<file path="src/rtl/snn_ff_pkg.sv">
// rtl/snn_ff_pkg.sv - shared encoder FSM states, event VIRTS codes and LFSR taps
package snn_ff_pkg;

    typedef enum logic [2:0] {
        ST_IDLE,
        ST_RD,
        ST_EVAL,
        ST_PUSH,
        ST_NEXT,
        ST_WAIT
    } enc_state_t;

    localparam logic [1:0]  EVT_VIRTS_EXT = 2'b00;
    // Galois right-shift form of x^16 + x^14 + x^13 + x^11 + 1
    localparam logic [15:0] LFSR_TAPS     = 16'hB400;

    function automatic logic [15:0] lfsr_step(input logic [15:0] q);
        return q[0] ? ((q >> 1) ^ LFSR_TAPS) : (q >> 1);
    endfunction

endpackage

</file>
<file path="src/rtl/lfsr16.sv">
// rtl/lfsr16.sv - 16-bit Galois LFSR with synchronous load and step enable
module lfsr16
    import snn_ff_pkg::*;
#(
    parameter logic [15:0] SEED = 16'hACE1
) (
    input  logic        CLK,
    input  logic        RST,
    input  logic        load,
    input  logic        enable,
    input  logic [15:0] seed,
    output logic [15:0] q
);

    always_ff @(posedge CLK or posedge RST) begin
        if (RST) begin
            q <= SEED;
        end else if (load) begin
            q <= seed;
        end else if (enable) begin
            q <= lfsr_step(q);
        end
    end

endmodule

</file>
<file path="src/rtl/input_spike_encoder.sv">
// rtl/input_spike_encoder.sv - rate-codes pixel memory into AER events for the scheduler
module input_spike_encoder
    import snn_ff_pkg::*;
#(
    parameter int          TIME_STEP           = 8,
    parameter int          INPUT_NEURON        = 784,
    parameter int          PRE_NEUR_ADDR_WIDTH = 10,
    parameter int          PRE_NEUR_DATA_WIDTH = 8,
    parameter logic [15:0] LFSR_SEED           = 16'hACE1,
    localparam int         STEP_W              = (TIME_STEP > 1) ? $clog2(TIME_STEP) : 1
) (
    input  logic                           CLK,
    input  logic                           RST,
    input  logic                           ENC_START,
    input  logic                           CORE_STEP_READY,
    output logic                           ENC_MEM_CS,
    output logic [PRE_NEUR_ADDR_WIDTH-1:0] ENC_MEM_ADDR,
    input  logic [PRE_NEUR_DATA_WIDTH-1:0] ENC_MEM_DATA,
    input  logic                           SCHED_FULL,
    output logic                           CTRL_SCHED_EVENT_IN,
    output logic [1:0]                     CTRL_SCHED_VIRTS,
    output logic [PRE_NEUR_ADDR_WIDTH-1:0] CTRL_SCHED_ADDR,
    output logic                           ENC_BUSY,
    output logic                           ENC_STEP_DONE,
    output logic                           ENC_DONE,
    output logic [STEP_W-1:0]              ENC_STEP
);

    localparam logic [PRE_NEUR_ADDR_WIDTH-1:0] LAST_ADDR = PRE_NEUR_ADDR_WIDTH'(INPUT_NEURON - 1);
    localparam logic [STEP_W-1:0]              LAST_STEP = STEP_W'(TIME_STEP - 1);

    enc_state_t                     state;
    logic [PRE_NEUR_ADDR_WIDTH-1:0] addr;
    logic [15:0]                    lfsr_q;
    logic                           start_ok;
    logic                           hit;
    logic                           unused_lfsr_hi;

    // A start landing on the final DONE pulse is dropped so a finished image never auto-restarts
    assign start_ok       = (state == ST_IDLE) && ENC_START && !ENC_DONE;
    assign hit            = ENC_MEM_DATA > PRE_NEUR_DATA_WIDTH'(lfsr_q[7:0]);
    assign unused_lfsr_hi = ^lfsr_q[15:8];

    assign CTRL_SCHED_VIRTS = EVT_VIRTS_EXT;

    lfsr16 #(
        .SEED   (LFSR_SEED)
    ) u_lfsr (
        .CLK    (CLK),
        .RST    (RST),
        .load   (start_ok),
        .enable (state == ST_EVAL),
        .seed   (LFSR_SEED),
        .q      (lfsr_q)
    );

    always_ff @(posedge CLK or posedge RST) begin
        if (RST) begin
            state               <= ST_IDLE;
            addr                <= '0;
            ENC_MEM_CS          <= 1'b0;
            ENC_MEM_ADDR        <= '0;
            CTRL_SCHED_EVENT_IN <= 1'b0;
            CTRL_SCHED_ADDR     <= '0;
            ENC_BUSY            <= 1'b0;
            ENC_STEP_DONE       <= 1'b0;
            ENC_DONE            <= 1'b0;
            ENC_STEP            <= '0;
        end else begin
            ENC_MEM_CS          <= 1'b0;
            CTRL_SCHED_EVENT_IN <= 1'b0;
            ENC_STEP_DONE       <= 1'b0;
            ENC_DONE            <= 1'b0;
            case (state)
                ST_IDLE: begin
                    if (start_ok) begin
                        state        <= ST_RD;
                        addr         <= '0;
                        ENC_STEP     <= '0;
                        ENC_BUSY     <= 1'b1;
                        ENC_MEM_CS   <= 1'b1;
                        ENC_MEM_ADDR <= '0;
                    end
                end
                ST_RD: begin
                    state <= ST_EVAL;
                end
                ST_EVAL: begin
                    state <= hit ? ST_PUSH : ST_NEXT;
                end
                ST_PUSH: begin
                    if (!SCHED_FULL) begin
                        CTRL_SCHED_EVENT_IN <= 1'b1;
                        CTRL_SCHED_ADDR     <= addr;
                        state               <= ST_NEXT;
                    end
                end
                ST_NEXT: begin
                    if (addr == LAST_ADDR) begin
                        ENC_STEP_DONE <= 1'b1;
                        state         <= ST_WAIT;
                    end else begin
                        addr         <= addr + 1'b1;
                        ENC_MEM_CS   <= 1'b1;
                        ENC_MEM_ADDR <= addr + 1'b1;
                        state        <= ST_RD;
                    end
                end
                ST_WAIT: begin
                    if (CORE_STEP_READY) begin
                        if (ENC_STEP == LAST_STEP) begin
                            ENC_DONE <= 1'b1;
                            ENC_BUSY <= 1'b0;
                            state    <= ST_IDLE;
                        end else begin
                            ENC_STEP     <= ENC_STEP + 1'b1;
                            addr         <= '0;
                            ENC_MEM_CS   <= 1'b1;
                            ENC_MEM_ADDR <= '0;
                            state        <= ST_RD;
                        end
                    end
                end
                default: begin
                    state <= ST_IDLE;
                end
            endcase
        end
    end

endmodule

</file>
<file path="config.mk">
export PLATFORM = sky130hd
export DESIGN_NAME = input_spike_encoder
export DESIGN_NICKNAME = d
export VERILOG_FILES = /design/src/rtl/snn_ff_pkg.sv /design/src/rtl/lfsr16.sv /design/src/rtl/input_spike_encoder.sv
export SDC_FILE = /design/constraint.sdc
export NUM_CORES = 1
export LEC_CHECK = 0
export CAP_MARGIN = 15
export CELL_PAD_IN_SITES_DETAIL_PLACEMENT = 0
export CELL_PAD_IN_SITES_GLOBAL_PLACEMENT = 1
export CORE_ASPECT_RATIO = 0.75
export CORE_UTILIZATION = 44
export CTS_CLUSTER_DIAMETER = 30
export DETAILED_ROUTE_END_ITERATION = 12
export PLACE_DENSITY = 0.82
export SLEW_MARGIN = 25
export SYNTH_ARGS = -nofsm -noshare
export SYNTH_HDL_FRONTEND = slang
export SYNTH_SLANG_ARGS = --single-unit
</file>
<file path="constraint.sdc">
create_clock -name CLK -period 4.51 [get_ports CLK]
set_clock_uncertainty 0.2 [all_clocks]
set_input_delay 0.6765 -clock CLK [delete_from_list [all_inputs] [get_ports CLK]]
set_output_delay 0.6765 -clock CLK [all_outputs]
set_load 0.01 [all_outputs]
</file>
# Word level (Yosys, flattened, before mapping)
# Cells that the tools add are included.
# Widths: inputs -> output; s select.
[totals]
n_memories = 0
latchBits = 0
ff_bits = 47
ramBits = 0
out_inout_bits = 30
wordCells = 75
romBits = 0
inputBits = 13
[op_classes]
n_reduce_logical = 12
n_mul = 0
n_shift = 0
div_mod_pow = 0
n_lt_le_gt_ge = 1
bitwise = 2
eq_ne = 13
n_mux = 35
n_addsub = 2
[op_table]
columns = ["op", "n"]
rows = [
  ["$mux 16", 3],
  ["$mux 10", 4],
  ["$pmux 10 s3", 1],
  ["$mux 3", 8],
  ["$pmux 3 s6", 1],
  ["$mux 1", 15],
  ["$ne 2x2->1 const B", 6],
  ["$add 10x1->10 const B", 1],
  ["$eq 10x10->1 const B", 1],
  ["$eq 3x3->1 const B", 3],
  ["$gt 8x8->1", 1],
  ["$reduce_and 4->1", 2],
  ["$eq 3x2->1 const B", 2],
  ["$pmux 3 s2", 1],
  ["$reduce_and 5->1", 1],
  ["$not 3->4", 1],
  ["$reduce_bool 2->1", 2],
  ["$add 3x1->3 const B", 1],
  ["$eq 3x1->1 const B", 1],
  ["$logic_not 3->1", 1],
  ["$pmux 1 s3", 1],
  ["$reduce_and 3->1", 1],
  ["$reduce_bool 3->1", 1],
  ["$logic_and 1x1->1", 2],
  ["other kinds (4)", 4],
]

# Logic depth before layout (Yosys ltp)
[logic_depth]
ltp_word = 5
ltp_mapped = 7
ltp_nobuf = 7

# Cells and area by module
# A second synthesis with hierarchy kept.
[unflattened]
cells_unflattened = 246
hier_area_um2 = 2541.2
[by_module_without_submodules]
columns = ["mod", "cells_each", "n_inst", "area_each_um2", "seq_area_each_um2"]
rows = [
  ["input_spike_encoder", 171, 1, 1732.9, 775.7],
  ["lfsr16", 75, 1, 808.3, 410.4],
]

# Least setup slack after synthesis
# OpenSTA, ideal clock, no wires.
[synth_path]
kind = "register -> register"
from = "reg ENC_STEP[0]"
to = "reg addr[9]"
path_slack_ns = 2.272
required_ns = 4.230
n_path_buf = 0
setup_ns = 0.080
synth_period_minus_slack_ns = 2.238
stages_incl_launch_ff = 8
arrival_ns = 1.958
cell_sequence = "dfrtp_1 ha_1 ha_1 nand2b_1 a211oi_1 nand3_1 or3_1 a21oi_1"
[synth_via]
elab_chain_cells = 3
[synth_rtl]
columns = ["element", "line", "rtl"]
rows = [
  ["start, declared", "input_spike_encoder.sv:26", "output logic [STEP_W-1:0] ENC_STEP"],
  ["start signal, assigned", "input_spike_encoder.sv:116", "ENC_STEP <= ENC_STEP + 1'b1;"],
  ["$eq 3x3->1", "input_spike_encoder.sv:111", "if (ENC_STEP == LAST_STEP) begin"],
  ["$ne 2x2->1 (no line)", "--", ""],
  ["$reduce_and 5->1 (no line)", "--", ""],
  ["end signal, assigned", "input_spike_encoder.sv:103", "addr <= addr + 1'b1;"],
  ["end, declared", "input_spike_encoder.sv:33", "logic [PRE_NEUR_ADDR_WIDTH-1:0] addr;"],
]
# No other way between the ends.
# A chain may end at the register's enable or synchronous reset.

# Final worst setup path
[layout_path]
from = "in ENC_START"
to = "reg addr[4]"
[layout_via]
elab_chain_cells = 4
[layout_rtl]
columns = ["element", "line", "rtl"]
rows = [
  ["start, declared", "input_spike_encoder.sv:14", "input logic ENC_START,"],
  ["$logic_and 1x1->1 (2 in series)", "input_spike_encoder.sv:40", "assign start_ok = (state == ST_IDLE) && ENC_START && !ENC_DONE;"],
  ["$ne 2x2->1 (no line)", "--", ""],
  ["$reduce_and 5->1 (no line)", "--", ""],
]
# No other way between the ends.

==> impl_summary.txt <==
----------------------------------------------------
[Logic synthesis]
  Share of async-settable or async-resettable flops after synthesis ... 100%
  Most used flip-flop cell after synthesis ... dfrtp_1
  Count of flip-flops with a built-in enable after synthesis ... 0
  Sequential area share after synthesis ... 49.4%
  Syn Inst Count ... 232
  Cell with the most instances after synthesis ... dfrtp_1
  Top cells by area, synth ... dfrtp_1 (41%), dfstp_2 (8.8%), ha_1 (5.7%)
  Post-synth top cells ... dfrtp_1 (39), nand2_1 (34), inv_1 (18), a21oi_1 (17), nor2_1 (13)
  Cell area after technology mapping ... approximately 2400 um2
  Post-synthesis sequential element count ... 47
  Share of Yosys cell area claimed by the top area cell type ... 40.6%
  Number of distinct standard cells referenced by the synthesized netlist ... 44
  Synthesized area per cell ... just over 10 um2
  Number of warning messages in the yosys log ... 0
  Synth area leader ... dfrtp_1

[CTS]
  Number of H-tree branching levels ... 2
  CTS tree ... built
  Clock sink count ... 47
  CTS Root Buffer Type ... clkbuf_8
  Number of clock buffers inserted by TritonCTS ... 5
  Post-CTS clock slew at the launch and capture registers of the worst setup and hold paths ... ~0.080 ns
  Clock Path Buffers ... 2
  Post-CTS Setup Bufs ... 0
  Post-CTS Hold Buffers ... 0
  Clock latency on the worst-skew pair ... 0.29 ns
  Total of cells resized after clock tree synthesis ... 0

[Critical path]
  Highest net fanout along the worst path ... 10
  End of the worst register-to-register path ... addr[9]
  Worst setup path category ... in2reg
  Startpoint Class ... input pin
  Required time of the critical path ... 4.50 ns
  Reg2Reg Launch Point ... ENC_STEP[0]
  WP data arrival ... 2.53 ns
  Endpoint type of the worst setup path ... register
  Worst r2r path cells ... 7
  Slack of the worst reg-to-reg path ... 2.08 ns
  Crit path launch ... ENC_START

[Worst hold path]
  Worst min-delay path endpoint ... u_lfsr.q[15]
  Startpoint of the worst hold path ... u_lfsr.q[15]
  Worst hold path cell count ... 2
  Hold Crit Class ... reg2reg

[Drt]
  Antenna Nets Post-Route ... 0
  Violation count after the first detailed-route iteration ... 108
  Post-route DRC violation count ... 0
  WL per Instance ... roughly 13 um
  Via/cell ratio ... 5.17
  Final wirelength ... 4630 um
  Drt pass-1 iters ... 5
  Routed via count ... 1780

[Die]
  CORE AREA ... around 5100 um2
  Die Outline Area ... between 5000 and 6000 um2
  Floorplan die height ... 66.0 um
  Num ports ... 43
  Cell row count ... 22
  Die W ... 87.3 um
  Initial Utilization ... between 40% and 50%

[Flow run]
  Maxcap violations ... 0

[Global route]
  Vias in the first global route ... 1616
  Grt total ovfl ... 0
  Initial antenna violation count ... 0
  Largest net degree at the start of global routing ... 48
  Gr usage total ... around 18%
  Wire length of the first global-routing pass ... 7780 um

[STA]
  Final number of max-transition violations ... 0
  Worst slack on hold paths ... a little under 0.3 ns
  Period Utilization, post-route ... around 56%
  Number of failing setup endpoints in the final timing report ... 0
  TNS Setup ... 0 ns
  Final worst path period need ... 2.54 ns
  Worst Max-Slew Pin Slew ... between 0.9 and 1 ns
  Number of hold violations in the final report ... 0
  Maximum clock rate ... between 300 and 400 MHz
  Worst max-slew margin expressed relative to the limit ... 36.6%
  Unrepaired setup endpoints after global routing ... false

[Cells and area]
  Layout overhead on the synthesized area ... 22.9%
  Non-filler instance count after layout ... 344
  Layout cell share with drive strength beyond 1 ... 12.5%
  Number of diodes added for antenna fixing ... 0
  Final-stage net count ... around 300

[Power]
  Maximum vdd drop ... approximately 0.23 mV
  Leakage component of the power ... 0.00132 uW
  Cell Pwr Density ... 500 nW/um2

[Placed design]
  Number of instances in the placed design ... around 340
  Sum of net half-perimeters after detailed placement ... around 3300 um
  Routability cong. ... roughly 0.77
  Number of buffer cells added on primary ports ... 40

[Status]
  Result of the run ... finished clean

----------------------------------------------------
## cell families (layout without fill, tap and decap cells)
group / Yosys count / after routing / synth area share [%]
adders and majority gates: 11 / 11 / 5.73
AOI/OAI and AO/OA: 45 / 45 / 12.6
xor gates and xnor gates: 7 / 7 / 2.55
buffers and inverters: 29 / 68 / 5.63
other: 1 / 2 / 0.156
and+or+nand+nor: 80 / 80 / 18.4
muxes: 12 / 12 / 5.58
DFF: 47 / 47 / 49.4
## state kept, by name, summed over array words and instances (netlist names)
signal	count
CTRL_SCHED_ADDR	10
CTRL_SCHED_EVENT_IN	1
ENC_BUSY	1
ENC_DONE	1
ENC_MEM_CS	1
ENC_STEP	3
ENC_STEP_DONE	1
addr	10
state	3
u_lfsr.q	16
## how the worst max path moves through the flow
stage	cells after the start	slack (ns)	to
3_5_place_dp	6	1.64	addr[4]
4_1_cts	6	1.96	addr[4]
2_1_floorplan	7	2.27	addr[9]
5_1_grt	6	1.81	addr[4]
3_3_place_gp	6	1.71	addr[4]
6_report	6	1.97	addr[4]
## placed cells by master, fill, tap and decap left out, drive strengths merged, types with 2 or more instances in the layout
cell	synthesis	routed
clkbuf	4	7
xnor2	3	3
o31ai	2	2
clkdlybuf4s50	0	40
inv	18	17
nand4	6	6
xor2	4	4
ha	11	11
a21oi	17	17
conb	1	2
nor2	13	13
o211ai	6	6
o22ai	2	2
nor3b	3	3
nand2b	2	2
nand2	34	34
and2	2	2
dfstp	8	8
buf	7	2
a211oi	3	3
a22o	5	5
mux2	11	11
nand3	5	5
or3	3	3
o21ai	7	7
nor3	2	2
dfrtp	39	39
## through the flow
stage                     total power (uW)  setup slack (ns)  utilization (%)  area, um2
final                                 1480              1.97             58.3       2950
after global routing                  1600              1.81             58.3       2950
after CTS                             1490              1.96             58.2       2950
after detailed placement              1190              1.64             56.1       2840
after global placement                1170              1.71             56.1       2840
after floorplan                       1040              2.27                -       2400
## report_power, final
part	switching, uW	internal [uW]	leakage, uW	total [uW]
registers	106	549	0.000610	655
clock network	130	166	0.0000524	296
logic	285	239	0.000661	524
## cell type report
type	count	area, um2
fill	481	2110
sequential	47	1190
inverter	18	68.8
clock inverter	1	30.0
timing repair buffer	42	415
tap	72	90.1
multi-input combinational	157	1080
clock buffer	7	76.3
## critical path, stage by stage
cell and delay [ns]:
clkdlybuf4s50_1 0.45, nand2b_1 0.15, nand3b_1 0.44, o21ai_1 0.46
o22ai_1 0.14, a22o_1 0.20
## layer usage
| layer | part of all wire (%) | GRT usage [%] |
|---|---|---|
| met1 | 53 | 26.7 |
| met2 | 41 | 25.7 |
| met3 | 5.6 | 3.12 |
| met4 | 0.41 | 4.92 |
| met5 | 0 | 0 |
Note: power is estimated with default switching activity, not from simulation.
